File: src/rtl/serial_chunk_adder_if.sv
// Operand/result bundle for serial_chunk_adder: start/busy/done handshake plus
// the operand and result buses.
interface serial_chunk_adder_if #(
   parameter int unsigned WIDTH = 16
);
   logic             start;
   logic [WIDTH-1:0] a;
   logic [WIDTH-1:0] b;
   logic             cin;
   logic             busy;
   logic             done;
   logic [WIDTH-1:0] sum;
   logic             cout;
   logic             overflow;

   modport master (
      output start, a, b, cin,
      input  busy, done, sum, cout, overflow
   );

   modport slave (
      input  start, a, b, cin,
      output busy, done, sum, cout, overflow
   );
endinterface

File: src/rtl/serial_chunk_adder.sv
// Multi-cycle WIDTH-bit adder working CHUNK bits per clock through a full-adder chain.
// Define SERIAL_CHUNK_ADDER_SAT_EN to saturate sum on signed overflow.
module serial_chunk_adder #(
   parameter int unsigned WIDTH = 16,
   parameter int unsigned CHUNK = 4
) (
   input  logic                clk,
   input  logic                reset,
   serial_chunk_adder_if.slave bus
);
   localparam int unsigned N  = WIDTH / CHUNK;
   localparam int unsigned CW = (N > 1) ? $clog2(N) : 1;

   typedef enum logic [1:0] {IDLE, RUN, DONE} state_t;
   state_t state, state_nx;

   logic [WIDTH-1:0] a_sh, b_sh, work, work_nx, sum_r, sum_nx;
   logic [CW-1:0]    cnt;
   logic             carry, cout_r, ovf_r;
   logic [CHUNK:0]   c;
   logic             last, load, busy, done, ovf_nx;

   // Full-adder chain over the low CHUNK bits; partial sum enters work from the MSB side
   always_comb begin
      c       = '0;
      c[0]    = carry;
      work_nx = work >> CHUNK;
      for (int unsigned i = 0; i < CHUNK; i++) begin
         work_nx[WIDTH-CHUNK+i] = a_sh[i] ^ b_sh[i] ^ c[i];
         c[i+1] = (a_sh[i] & b_sh[i]) | (c[i] & (a_sh[i] ^ b_sh[i]));
      end
   end

   assign last   = (cnt == CW'(N - 1));
   assign ovf_nx = c[CHUNK-1] ^ c[CHUNK];

   always_comb begin
      sum_nx = work_nx;
`ifdef SERIAL_CHUNK_ADDER_SAT_EN
      // On the last chunk a_sh[CHUNK-1] still holds the original sign bit of a
      if (ovf_nx) begin
         sum_nx          = '0;
         sum_nx[WIDTH-1] = 1'b1;
         if (!a_sh[CHUNK-1])
            sum_nx = ~sum_nx;
      end
`endif
   end

   always_ff @(posedge clk) begin
      if (reset)
         state <= IDLE;
      else
         state <= state_nx;
   end

   always_comb begin
      state_nx = state;
      load     = 1'b0;
      busy     = 1'b0;
      done     = 1'b0;
      case (state)
         IDLE: begin
            if (bus.start) begin
               load     = 1'b1;
               state_nx = RUN;
            end
         end
         RUN: begin
            busy = 1'b1;
            if (last)
               state_nx = DONE;
         end
         DONE: begin
            done = 1'b1;
            if (bus.start) begin
               load     = 1'b1;
               state_nx = RUN;
            end else begin
               state_nx = IDLE;
            end
         end
         default: state_nx = IDLE;
      endcase
   end

   always_ff @(posedge clk) begin
      if (reset) begin
         a_sh   <= '0;
         b_sh   <= '0;
         work   <= '0;
         carry  <= 1'b0;
         cnt    <= '0;
         sum_r  <= '0;
         cout_r <= 1'b0;
         ovf_r  <= 1'b0;
      end else if (load) begin
         a_sh  <= bus.a;
         b_sh  <= bus.b;
         carry <= bus.cin;
         work  <= '0;
         cnt   <= '0;
      end else if (state == RUN) begin
         a_sh  <= a_sh >> CHUNK;
         b_sh  <= b_sh >> CHUNK;
         carry <= c[CHUNK];
         work  <= work_nx;
         cnt   <= cnt + CW'(1);
         if (last) begin
            sum_r  <= sum_nx;
            cout_r <= c[CHUNK];
            ovf_r  <= ovf_nx;
         end
      end
   end

   assign bus.busy     = busy;
   assign bus.done     = done;
   assign bus.sum      = sum_r;
   assign bus.cout     = cout_r;
   assign bus.overflow = ovf_r;
endmodule

File: src/flat_wrapper.sv
// flat-port wrapper written by rule: the top's interface ports become plain ports
module serial_chunk_adder_flat 
#(
   parameter int unsigned WIDTH = 16,
   parameter int unsigned CHUNK = 4
)
  (clk, reset, bus_start, bus_a, bus_b, bus_cin, bus_busy, bus_done, bus_sum, bus_cout, bus_overflow);
  serial_chunk_adder_if #(.WIDTH(WIDTH)) bus_i ();
  input  logic clk;
  input  logic reset;
  input wire logic [$bits(bus_i.start)-1:0] bus_start;
  input wire logic [$bits(bus_i.a)-1:0] bus_a;
  input wire logic [$bits(bus_i.b)-1:0] bus_b;
  input wire logic [$bits(bus_i.cin)-1:0] bus_cin;
  output wire logic [$bits(bus_i.busy)-1:0] bus_busy;
  output wire logic [$bits(bus_i.done)-1:0] bus_done;
  output wire logic [$bits(bus_i.sum)-1:0] bus_sum;
  output wire logic [$bits(bus_i.cout)-1:0] bus_cout;
  output wire logic [$bits(bus_i.overflow)-1:0] bus_overflow;
  assign bus_i.start = bus_start;
  assign bus_i.a = bus_a;
  assign bus_i.b = bus_b;
  assign bus_i.cin = bus_cin;
  assign bus_busy = bus_i.busy;
  assign bus_done = bus_i.done;
  assign bus_sum = bus_i.sum;
  assign bus_cout = bus_i.cout;
  assign bus_overflow = bus_i.overflow;
  serial_chunk_adder #(.WIDTH(WIDTH), .CHUNK(CHUNK)) u_core (.clk(clk), .reset(reset), .bus(bus_i));
endmodule
File: config.mk
export PLATFORM = sky130hd
export DESIGN_NAME = serial_chunk_adder_flat
export DESIGN_NICKNAME = d
export VERILOG_FILES = /design/src/rtl/serial_chunk_adder_if.sv /design/src/rtl/serial_chunk_adder.sv /design/src/flat_wrapper.sv
export SDC_FILE = /design/constraint.sdc
export NUM_CORES = 1
export LEC_CHECK = 0
export CAP_MARGIN = 15
export CORE_MARGIN = 5
export CORE_UTILIZATION = 40
export CTS_BUF_LIST = sky130_fd_sc_hd__clkbuf_8
export DETAILED_ROUTE_END_ITERATION = 8
export HOLD_SLACK_MARGIN = 0.03
export PLACE_DENSITY = 0.62
export RECOVER_POWER = 100
export SLEW_MARGIN = 10
export SYNTH_ARGS = -nofsm -noshare
export SYNTH_HDL_FRONTEND = slang
export SYNTH_SLANG_ARGS = --single-unit
export TNS_END_PERCENT = 30
File: constraint.sdc
create_clock -name clk -period 2.55 [get_ports clk]
set_input_delay 0.3825 -clock clk [delete_from_list [all_inputs] [get_ports clk]]
set_output_delay 0.3825 -clock clk [all_outputs]
set_load 0.005 [all_outputs]
# ---- After elaboration in Yosys (flattened, before gate mapping)
# Cells that the tools add are included.
dict set report totals {
  regBits 71
  input_bits 36
  output_inout_bits 20
  wordCells 57
}
dict set report classes {
  n_bitwise 22
  n_addsub 1
  eq_ne 5
  reduce_logical 6
  mux 14
}
# operator count
set op_table {}
lappend op_table {{$mux 16} 4}
lappend op_table {{$xor 1x1->1} 9}
lappend op_table {{$and 1x1->1} 8}
lappend op_table {{$mux 1} 7}
lappend op_table {{$pmux 2 s3} 1}
lappend op_table {{$eq 2x2->1 const B} 2}
lappend op_table {{$mux 2} 2}
lappend op_table {{$or 1x1->1} 4}
lappend op_table {{$reduce_or 2->1} 2}
lappend op_table {{$reduce_and 3->1} 1}
lappend op_table {{$add 2x1->2 const B} 1}
lappend op_table {{$eq 2x1->1 const B} 1}
lappend op_table {{$logic_not 2->1} 1}
lappend op_table {{$ne 2x1->1 const B} 1}
lappend op_table {{$ne 2x2->1 const B} 1}
lappend op_table {{$reduce_and 2->1} 1}
lappend op_table {{$reduce_bool 2->1} 1}
lappend op_table {{$not 1->1} 1}

# ---- Longest topological paths before layout
dict set report logic_depth {
  word_depth 11
  mapped_depth 10
  ltp_nobuf 10
}

# ---- Worst setup path after synthesis
# No wires, ideal clock.
dict set report synth_timing {
  path_type {register -> register}
  start {register u_core.carry}
  end {register u_core.sum_r[15], in the netlist u_core.bus.sum[15]}
  path_buffers 0
  synth_period_minus_slack_ns 2.104
  required_time_ns 2.464
  path_stages_with_launch 9
  arrival_ns 2.018
  setup_time_ns 0.086
  path_slack_ns 0.446
  cell_sequence {dfxtp_1 -> fa_1 -> inv_1 -> fa_1 -> inv_1 -> fa_1 -> inv_1 -> fa_1 -> a211oi_1}
}
dict set report synth_via {
  elab_chain_cells 7
}
# item line
set synth_lines {}
lappend synth_lines {{start, declared} serial_chunk_adder.sv:19} ;# logic carry, cout_r, ovf_r;
lappend synth_lines {{start signal, assigned} serial_chunk_adder.sv:100} ;# carry <= bus.cin;
lappend synth_lines {{start signal, assigned} serial_chunk_adder.sv:106} ;# carry <= c[CHUNK];
lappend synth_lines {{$and 1x1->1} serial_chunk_adder.sv:30} ;# c[i+1] = (a_sh[i] & b_sh[i]) | (c[i] & (a_sh[i] ^ b_sh[i]));
lappend synth_lines {{$or 1x1->1} serial_chunk_adder.sv:30}
lappend synth_lines {{$and 1x1->1} serial_chunk_adder.sv:30}
lappend synth_lines {{$or 1x1->1} serial_chunk_adder.sv:30}
lappend synth_lines {{$and 1x1->1} serial_chunk_adder.sv:30}
lappend synth_lines {{$or 1x1->1} serial_chunk_adder.sv:30}
lappend synth_lines {{$xor 1x1->1} serial_chunk_adder.sv:29} ;# work_nx[WIDTH-CHUNK+i] = a_sh[i] ^ b_sh[i] ^ c[i];
lappend synth_lines {{end signal, assigned} serial_chunk_adder.sv:110} ;# sum_r <= sum_nx;
lappend synth_lines {{end, declared} serial_chunk_adder.sv:17} ;# logic [WIDTH-1:0] a_sh, b_sh, work, work_nx, sum_r, sum_nx;
# Every way passes these cells.
# A chain may end at the register's enable or synchronous reset.

# ---- Worst setup path in the final report
dict set report layout_timing {
  start {register u_core.carry}
  end {register u_core.work[15]}
}
dict set report layout_via {
  elab_chain_cells 7
}
# item line
set layout_lines {}
lappend layout_lines {{$and 1x1->1} serial_chunk_adder.sv:30}
lappend layout_lines {{$or 1x1->1} serial_chunk_adder.sv:30}
lappend layout_lines {{$and 1x1->1} serial_chunk_adder.sv:30}
lappend layout_lines {{$or 1x1->1} serial_chunk_adder.sv:30}
lappend layout_lines {{$and 1x1->1} serial_chunk_adder.sv:30}
lappend layout_lines {{$or 1x1->1} serial_chunk_adder.sv:30}
lappend layout_lines {{$xor 1x1->1} serial_chunk_adder.sv:29}
lappend layout_lines {{end signal, assigned} serial_chunk_adder.sv:107} ;# work <= work_nx;
lappend layout_lines {{end, declared} serial_chunk_adder.sv:17}
# Every way passes these cells.

==> metrics <==
maximum clock rate=444 MHz; DRT Pass-1 Iters=4; worst-path maximum fanout=2; Placer Congestion=just over 0.7; Final Critical Period=2.25 ns; Synth top area share=50.8%; Mapped Avg Cell Area=8.55 um^2; Synth Register Bits=67; fin crit share=about nine tenths; antenna cells=0; PwrDens=around 640 nW/um^2; HPWL after detailed placement=around 4000 um; Die Area=roughly 8300 um^2; Final WS setup=roughly 0.30 ns; Async S/R FF share, synth=0%; Row Count=29; crit path DAT=about 2.5 ns; Yosys Warn Count=0; Synth top cells by count=nand2_1 (72), dfxtp_1 (67), a21oi_1 (41); CTS tree=built; Worst setup EP type=register; Place WS=between 0.3 and 0.4 ns; H-tree Lvls=3; Die H=91.3 um; Worst Hold Margin=0.449 ns; Antenna Violating Nets Remaining=0; first-pass GRT wire length=between 9000 and 10,000 um; hold crit path type=reg -> reg; Synth Net Count=350; Slew headroom=roughly two fifths; antenna violations before repair=0; Clock Skews=roughly 0.008 ns; max cap viols=0; Root Driver=clkbuf_8; Setup crit start kind=register; area of the multi-input gates=~1100 um^2; grt total ovfl=0; Gate Count Post-Synth=309; WL/cell=about 14 um; total CTS buffers=9; most frequent cell after synthesis=nand2_1; Lkg Pwr=1.24 nW; top cells by area, synth=dfxtp_1 (51%), nand2_1 (10%), a21oi_1 (7.8%); EDFF count, synth=0; final setup fails=0; Resize count post-CTS=0; layout cell share with drive strength beyond 1=around 6.4%; outcome=finished, final reports clean; Cell variety after synth=27; worst skew pair latency=approximately 0.33 ns; Max IR drop VDD=around 0.34 mV; vias in the first global route=about 2,100; register area=1340 um^2; Syn-to-layout area delta=27.1%; Cell Count Post-Placement=~420; DRC violations left=0; initial core utilization=slightly above 40%; Synth area leader=dfxtp_1; Routed WL=roughly 5900 um; synthesized cell area=between 2000 and 3000 um^2; post-CTS setup buffer count=0; post-DR vias/cell=about 5.1; Final Hold Vio Count=0; Port-buffer cells=55; nets=396; DIE WIDTH=between 90 and 100 um; Reg clk slew, reported paths=~0.07 ns; Hold Buf Count CTS=0; GRT Overall Usage=between 10 and 15%; setup TNS=0 ns; sequential area share after synthesis=50.8%; area of the core=6390 um^2; Initial DRC Count=104; via count=around 2,200; filler instances=between 600 and 700; Worst-Margin Slew=0.880 ns; Req. time, crit path=2.78 ns; RSZ-0062 raised after global routing=false; clock buffer depth=2; CP Class=reg -> reg; clock sink count=67; io pins=56; Max Slew Vio Count=0; largest net degree at the start of global routing=54; Top FF cell, synth=dfxtp_1; Finished Layout Cells=437
-- sequential cells by signal (all words and copies together), names as in the netlist, 2 cells and up --
signal / count
u_core.cnt: 2
u_core.work: 12
u_core.a_sh: 16
u_core.b_sh: 16
u_core.state: 2
u_core.bus.sum: 16
-- power by group --
| group | internal, mW | switching, mW | total [mW] |
|---|---|---|---|
| logic | 0.118 | 0.136 | 0.254 |
| registers | 1.09 | 0.0296 | 1.12 |
| clock network | 0.393 | 0.378 | 0.771 |
| total | 1.61 | 0.544 | 2.15 |
-- critical path, cell delays in order (launching register included) --
cell and delay, ns:
dfxtp_1 0.33, fa_1 0.41, inv_1 0.07, fa_1 0.15
inv_1 0.05, fa_1 0.39, inv_1 0.08, fa_1 0.43
a211oi_1 0.23
-- layer usage --
metal | up-vias | global-route usage (%) | share of wire (%)
met1 | 1018 | 17.6 | 46
li1 | 1152 | - | -
met3 | 11 | 3.31 | 5.9
met5 | - | 0 | 0
met2 | 64 | 23.0 | 46
met4 | 0 | 6.48 | 1.9
-- path summary, 6_finish.rpt --
check	startpoint	endpoint	slack, ns	depth (start not counted)
hold / removal	u_core.bus.sum[4]$_SDFFE_PP0P_	u_core.bus.sum[4]$_SDFFE_PP0P_	0.45	2
setup / recovery	u_core.carry$_SDFFE_PP0P_	u_core.work[15]$_SDFFE_PP0P_	0.30	8
hold reg to reg	u_core.bus.sum[4]$_SDFFE_PP0P_	u_core.bus.sum[4]$_SDFFE_PP0P_	0.45	2
setup reg to reg	u_core.carry$_SDFFE_PP0P_	u_core.work[15]$_SDFFE_PP0P_	0.30	8
-- layout by cell type (no fill, tap or decap), drive strengths merged --
cell / n
a21oi: 41
nand3b: 1
nand2b: 3
dfxtp: 67
nand2: 72
ha: 1
xnor2: 2
buf: 5
clkinv: 2
nor3: 14
clkinvlp: 1
a2bb2oi: 1
and3b: 1
a211oi: 5
clkdlybuf4s50: 34
dlygate4sd3: 20
inv: 10
o22ai: 6
nor2b: 2
mux2i: 4
a22oi: 10
o21a: 1
nand3: 15
nor2: 16
fa: 4
a311oi: 9
clkbuf: 13
-- cells by family after synthesis --
| family | synth area share [%] |
|---|---|
| xor gates and xnor gates | 0.663 |
| AOI/OAI and AO/OA | 17.3 |
| adders and majority gates | 3.50 |
| buffers and inverters | 6.49 |
| muxes | 1.52 |
| and+or+nand+nor | 19.8 |
| DFF | 50.8 |
-- final cells by class --
cell class              instances  share of cell area, %
clock inverters                 5                  0.633
multi-input cells             208                   33.7
well taps                      77                   2.87
repair buffers                 61                   17.4
flip-flops and latches         67                   39.9
inverters                       8                  0.931
clock buffers                  11                   4.51
-- through the flow --
step / utilization [%] / power [mW] / cell area, um^2
6_report: 52.6 / 2.15 / 3360
5_1_grt: 52.6 / 2.26 / 3360
3_5_place_dp: 50.0 / 1.41 / 3190
2_1_floorplan: - / 1.31 / 2640
3_3_place_gp: 50.0 / 1.40 / 3190
4_1_cts: 52.7 / 2.18 / 3370
Note: power is estimated with default switching activity, not from simulation.
